===== config.mk =====
export PLATFORM = sky130hd
export DESIGN_NAME = apu_frame_seq
export DESIGN_NICKNAME = d
export VERILOG_FILES = /design/src/rtl/apu_frame_seq.sv
export SDC_FILE = /design/constraint.sdc
export NUM_CORES = 1
export LEC_CHECK = 0
export ABC_AREA = 1
export BUFFER_PORTS_ARGS = -buffer_cell sky130_fd_sc_hd__buf_2
export CAP_MARGIN = 20
export CORE_ASPECT_RATIO = 1.4
export CORE_MARGIN = 2
export CORE_UTILIZATION = 57
export CTS_CLUSTER_SIZE = 12
export DETAILED_ROUTE_END_ITERATION = 6
export GPL_TIMING_DRIVEN = 1
export MAX_ROUTING_LAYER = met4
export PLACE_DENSITY = 0.84
export SLEW_MARGIN = 20
export SYNTH_ARGS = -nofsm -noshare
export SYNTH_HDL_FRONTEND = slang
export SYNTH_SLANG_ARGS = --single-unit

===== constraint.sdc =====
create_clock -name clk -period 4.35 [get_ports clk]
set_input_delay 0.6525 -clock clk [delete_from_list [all_inputs] [get_ports clk]]
set_output_delay 0.6525 -clock clk [all_outputs]
set_load 0.03 [all_outputs]

===== src/rtl/apu_frame_seq.sv =====
// APU frame sequencer: counts APU cycles from divider edges, emits quarter/half strobes and the frame IRQ.
// Optional feature macro: APU_FRAME_IRQ_EN enables the irq flag, inhibit bit and $4015-read acknowledge.
module apu_frame_seq #(
  parameter int unsigned STEP1 = 3729,
  parameter int unsigned STEP2 = 7457,
  parameter int unsigned STEP3 = 11186,
  parameter int unsigned STEP4 = 14915,
  parameter int unsigned STEP5 = 18641,
  parameter int unsigned W     = 15
) (
  input  logic         clk,
  input  logic         reset,
  input  logic         div_out,
  input  logic         wr_en,
  input  logic [7:0]   wr_data,
  input  logic         rd_status,
  output logic         quarter,
  output logic         half,
  output logic         irq,
  output logic [W-1:0] cnt
);

  logic         prev_q;
  logic [W-1:0] cnt_q, cnt_d;
  logic         mode_q, mode_d;
  logic         pending_q, pending_d;
  logic         quarter_q, quarter_d;
  logic         half_q, half_d;
  logic         tick;
  logic         irq_set;
  logic         at1, at2, at3, at4, at5, at_last;
  logic         unused_ok;

  assign tick = div_out & ~prev_q;
  assign at1  = (cnt_q == W'(STEP1));
  assign at2  = (cnt_q == W'(STEP2));
  assign at3  = (cnt_q == W'(STEP3));
  assign at4  = (cnt_q == W'(STEP4));
  assign at5  = (cnt_q == W'(STEP5));
  assign unused_ok = ^wr_data[5:0];

  // A pending $4017 write takes over the next tick: restart the frame instead of evaluating steps.
  always_comb begin
    cnt_d     = cnt_q;
    mode_d    = mode_q;
    pending_d = pending_q;
    quarter_d = 1'b0;
    half_d    = 1'b0;
    irq_set   = 1'b0;
    at_last   = mode_q ? at5 : at4;
    if (tick) begin
      if (pending_q) begin
        cnt_d     = '0;
        pending_d = 1'b0;
        quarter_d = mode_q;
        half_d    = mode_q;
      end else begin
        quarter_d = at1 | at2 | at3 | at_last;
        half_d    = at2 | at_last;
        irq_set   = ~mode_q & at4;
        cnt_d     = at_last ? '0 : cnt_q + W'(1);
      end
    end
    if (wr_en) begin
      mode_d    = wr_data[7];
      pending_d = 1'b1;
    end
  end

  always_ff @(posedge clk) begin
    if (reset) begin
      prev_q    <= 1'b0;
      cnt_q     <= '0;
      mode_q    <= 1'b0;
      pending_q <= 1'b0;
      quarter_q <= 1'b0;
      half_q    <= 1'b0;
    end else begin
      prev_q    <= div_out;
      cnt_q     <= cnt_d;
      mode_q    <= mode_d;
      pending_q <= pending_d;
      quarter_q <= quarter_d;
      half_q    <= half_d;
    end
  end

`ifdef APU_FRAME_IRQ_EN
  logic inhibit_q, inhibit_d;
  logic irq_q, irq_d;

  // Priority, lowest to highest: acknowledge, step-4 set, inhibit write.
  always_comb begin
    inhibit_d = inhibit_q;
    irq_d     = irq_q;
    if (rd_status) irq_d = 1'b0;
    if (irq_set & ~inhibit_q) irq_d = 1'b1;
    if (wr_en) begin
      inhibit_d = wr_data[6];
      if (wr_data[6]) irq_d = 1'b0;
    end
  end

  always_ff @(posedge clk) begin
    if (reset) begin
      inhibit_q <= 1'b0;
      irq_q     <= 1'b0;
    end else begin
      inhibit_q <= inhibit_d;
      irq_q     <= irq_d;
    end
  end

  assign irq = irq_q;
`else
  logic unused_irq;
  assign unused_irq = ^{irq_set, rd_status, wr_data[6]};
  assign irq        = 1'b0;
`endif

  assign quarter = quarter_q;
  assign half    = half_q;
  assign cnt     = cnt_q;

endmodule


After elaboration in Yosys (flattened, before gate mapping)
Cells that the tools add are included.
{ "totals": {"register_bits": 20, "word_cells": 28, "out_inout_bits": 18, "inputBits": 13} }
{ "classes": {"bitwise_logic": 7, "reduce_logical": 2, "add_sub_neg": 1, "n_eq_ne": 5, "muxes": 7} }
{ "ops": {"columns": ["op", "n"], "rows": [
  ["== test 15 x 14 -> 1 bit, second input constant", 2],
  ["two-way mux 15 bit", 2],
  ["adder 15 x 1 -> 15 bit, second input constant", 1],
  ["== test 15 x 12 -> 1 bit, second input constant", 1],
  ["== test 15 x 13 -> 1 bit, second input constant", 1],
  ["== test 15 bit, second input constant", 1],
  ["two-way mux 1 bit", 5],
  ["bitwise OR 1 bit", 4],
  ["NOT 1 bit", 2],
  ["nonzero test 2 bit", 1],
  ["OR reduction 2 bit", 1],
  ["AND 1 bit", 1]
]} }

Longest topological paths before layout
{ "logic_depth": {"ltp_word": 5, "ltp_mapped": 10, "ltp_nobuf": 10} }

Worst setup path before layout
Ideal clock, no wire load.
{ "synth_path": {"kind": "reg-to-reg", "from": "register cnt_q[1] (netlist: cnt[1])", "to": "register cnt_q[8] (netlist: cnt[8])", "slack_ns": 2.659, "path_stages_with_launch": 8, "arrival_ns": 1.577, "setup_time_ns": 0.114, "t_required_ns": 4.236, "path_cell_list": "dfxtp_1 -> ha_1 -> nand2_2 -> nor2_4 -> nand3_1 -> or2_1 -> o21ai_2 -> nor2_2"} }
{ "synth_via": {"elab_chain_cells": 4} }
{ "synth_rtl": {"columns": ["element", "line", "text"], "rows": [
  ["from (decl)", "24", "logic [W-1:0] cnt_q, cnt_d;"],
  ["from (signal assigned)", "80", "cnt_q <= cnt_d;"],
  ["branches (longest 2 deep; another with adder 15 x 1 -> 15 bit)", null, null],
  ["two-way mux 15 bit (*)", "61", "cnt_d = at_last ? '0 : cnt_q + W'(1);"],
  ["two-way mux 15 bit (*)", "52", "if (pending_q) begin"]
]} }
Every way passes the cells marked *.
A chain may end at the register's enable or synchronous reset.

Worst setup path in the final report
{ "layout_path": {"from": "register cnt_q[4] (netlist: cnt[4])", "to": "output cnt[4]"} }
{ "layout_rtl": {"columns": ["element", "line", "text"], "rows": [
  ["to (decl)", "20", "output logic [W-1:0] cnt"]
]} }
No word-level cell between the ends.

==> metrics.txt <==
status completed; starting density of the core 61.0%; die width 45.3 um; Fin Hold WS 0.539 ns; f_max 0.568 GHz; Overall Global Routing Usage 27.0%; CTS Sinks 20; Crit Path Category register to output port; Area growth syn-to-layout 10.0%; synth unique cells 32; Iter 0 DRT Violations 67; max-slew violations 0; worst endpoint required time 3.70 ns; Synthesis Warnings 0; antenna violations before repair 0; FP Rows 20; endpoints failing setup 0; synthesized cell area 0.00136 sq mm; Pleak 0.602 nW; Hold-fix buffers, CTS 0; number of global-route vias before repair 1,208; cells after synthesis 200; Die Height 61.8 um; core area 0.00223 sq mm; Vias/cell 5.68; Synth area leaders dfxtp_1 (29%), nand2_1 (14%), nor2_2 (6.0%); fin crit share 40.5%; Worst Skew 0.00336 ns; Mapped Avg Cell Area 6.79 sq um; Clock transition at path regs 0.11 ns; antenna cells 0; wire per inst 12.9 um; clk buf depth 2; CTS resizes 0; Hold/Removal Path Class register to register; Die Area 0.00280 sq mm; placer congestion estimate 0.997; setup_tns 0 ns; Worst setup SP type register; Post-CTS Setup Bufs 0; Worst EP arrival 1.11 ns; I/O pin cnt 31; Synthesized Nets 216; unrepaired setup endpoints after global routing no; flops & latches, synth 20; critical path's slowest cell dfxtp_1; drc violations 0; largest stage delay on the critical path 0.54 ns; CTS tree done; final hold vios 0; Crit path max-delay family flip-flops; first-pass GRT wire length 5.42 mm; number of iterations in the first detailed-routing pass 4; Max VDD drop 0.224 mV; Setup crit end kind output port; crit path cell chain buf_2; area leader, netlist dfxtp_1; Clock Latency Late Sink 0.30 ns; post-synth top area share 29.5%; Routed Antenna Nets 0; PwrDens 224 mW/mm^2; Max FO, Critical Path 9; CTS buffer count 3; total wire length 3.12 mm; detailed-route via count 1,375; total gr overflow 0; Tmin final 1.76 ns; pin count of the biggest net entering global routing 14; maxcap violations 0; clock root buffer clkbuf_4; Filler Cell Count 193; # port buffers 21; CTS H-Tree Depth 1; proportion of layout cells with a drive suffix above 1 27.3%; Buf/Inv on CP 1; nets@finish 237; hpwl dp 2.49 mm; post-synthesis sequential area ratio 29.5%
-- worst reg2reg max path, cell delays in order, from the launching register on --
cell,delay [ns]
dfxtp_1,0.53
ha_1,0.28
nand2_2,0.08
nor2_4,0.13
nand3_1,0.09
or2_1,0.25
o21ai_2,0.12
nor2_2,0.05
-- report_power, final --
part | switching (mW) | internal [mW]
clock | 0.0598 | 0.0511
sequential | 0.00389 | 0.186
combinational | 0.0245 | 0.00926
total | 0.0882 | 0.247
-- area by class of cell --
cell class | count | area [sq um] | area share (%)
inverter | 24 | 90.1 | 6.03
timing repair buffer | 21 | 105 | 7.03
tap | 22 | 27.5 | 1.84
sequential | 20 | 400 | 26.8
multi-input combinational | 151 | 836 | 55.9
clock buffer | 4 | 36.3 | 2.43
-- worst paths after layout --
kind            from      end  slack, ns  depth (start not counted)
max reg2reg   cnt[1]   cnt[8]       2.73                          7
min reg2reg  cnt[11]  cnt[11]       0.54                          2
min          cnt[11]  cnt[11]       0.54                          2
max           cnt[4]   cnt[4]       2.59                          1
-- flip-flops by register name, indices dropped and copies added (netlist names) --
name	flops
cnt	15
half	1
mode_q	1
pending_q	1
prev_q	1
quarter	1
-- stage by stage --
step / std cells / util, % / power [mW] / setup slack [ns] / instance area, sq um
finish: 242 / 67.1 / 0.335 / 2.59 / 1500
global route: 242 / 67.1 / 0.348 / 2.50 / 1500
CTS: 242 / 67.1 / 0.339 / 2.58 / 1500
detailed placement: 238 / 65.5 / 0.228 / 2.59 / 1460
global placement: 238 / 65.5 / 0.227 / 2.59 / 1460
floorplan: 200 / - / 0.220 / 2.66 / 1360
-- layer usage --
metal,global-route usage (%),vias to the layer above,part of all wire (%)
met5,-,-,0
met4,12.2,0,2.2
met3,3.76,10,6.9
met2,42.9,64,50
met1,33.6,624,41
li1,-,677,-
-- logic make-up after synthesis --
kind of cell,synth area share (%)
AO/OA/AOI/OAI,10.9
XOR/XNOR,1.93
adder cells (fa/ha/maj),2.76
buffers and inverters,9.02
flip-flops,29.5
other,0.276
AND/OR/NAND/NOR,45.7
-- layout by cell type, fill, tap and decap left out, types with 2 or more instances in the layout --
master    instances
a21oi_1          11
buf_2            21
clkbuf_4          3
dfxtp_1          20
ha_1              3
inv_1            20
inv_2             4
nand2_1          49
nand2_2           5
nand2_4           3
nand3_1          14
nand3b_1          2
nand4_1           8
nor2_1           15
nor2_2           13
nor2_4            4
nor3_1            2
nor3_2            2
o21ai_0           7
o21ai_1           2
xor2_1            2
-- cell usage after synthesis (all sizes together) --
cell / instances
ha: 3
o22ai: 1
buf: 4
nor3: 4
clkbuf: 1
a21oi: 12
nor2: 32
or2: 1
xnor2: 1
inv: 24
xor2: 2
o21bai: 1
o21ai: 11
conb: 1
nand2: 57
dfxtp: 20
nand4: 8
nand3: 15
nand3b: 2
No activity file was read; power rests on OpenSTA's default activity.
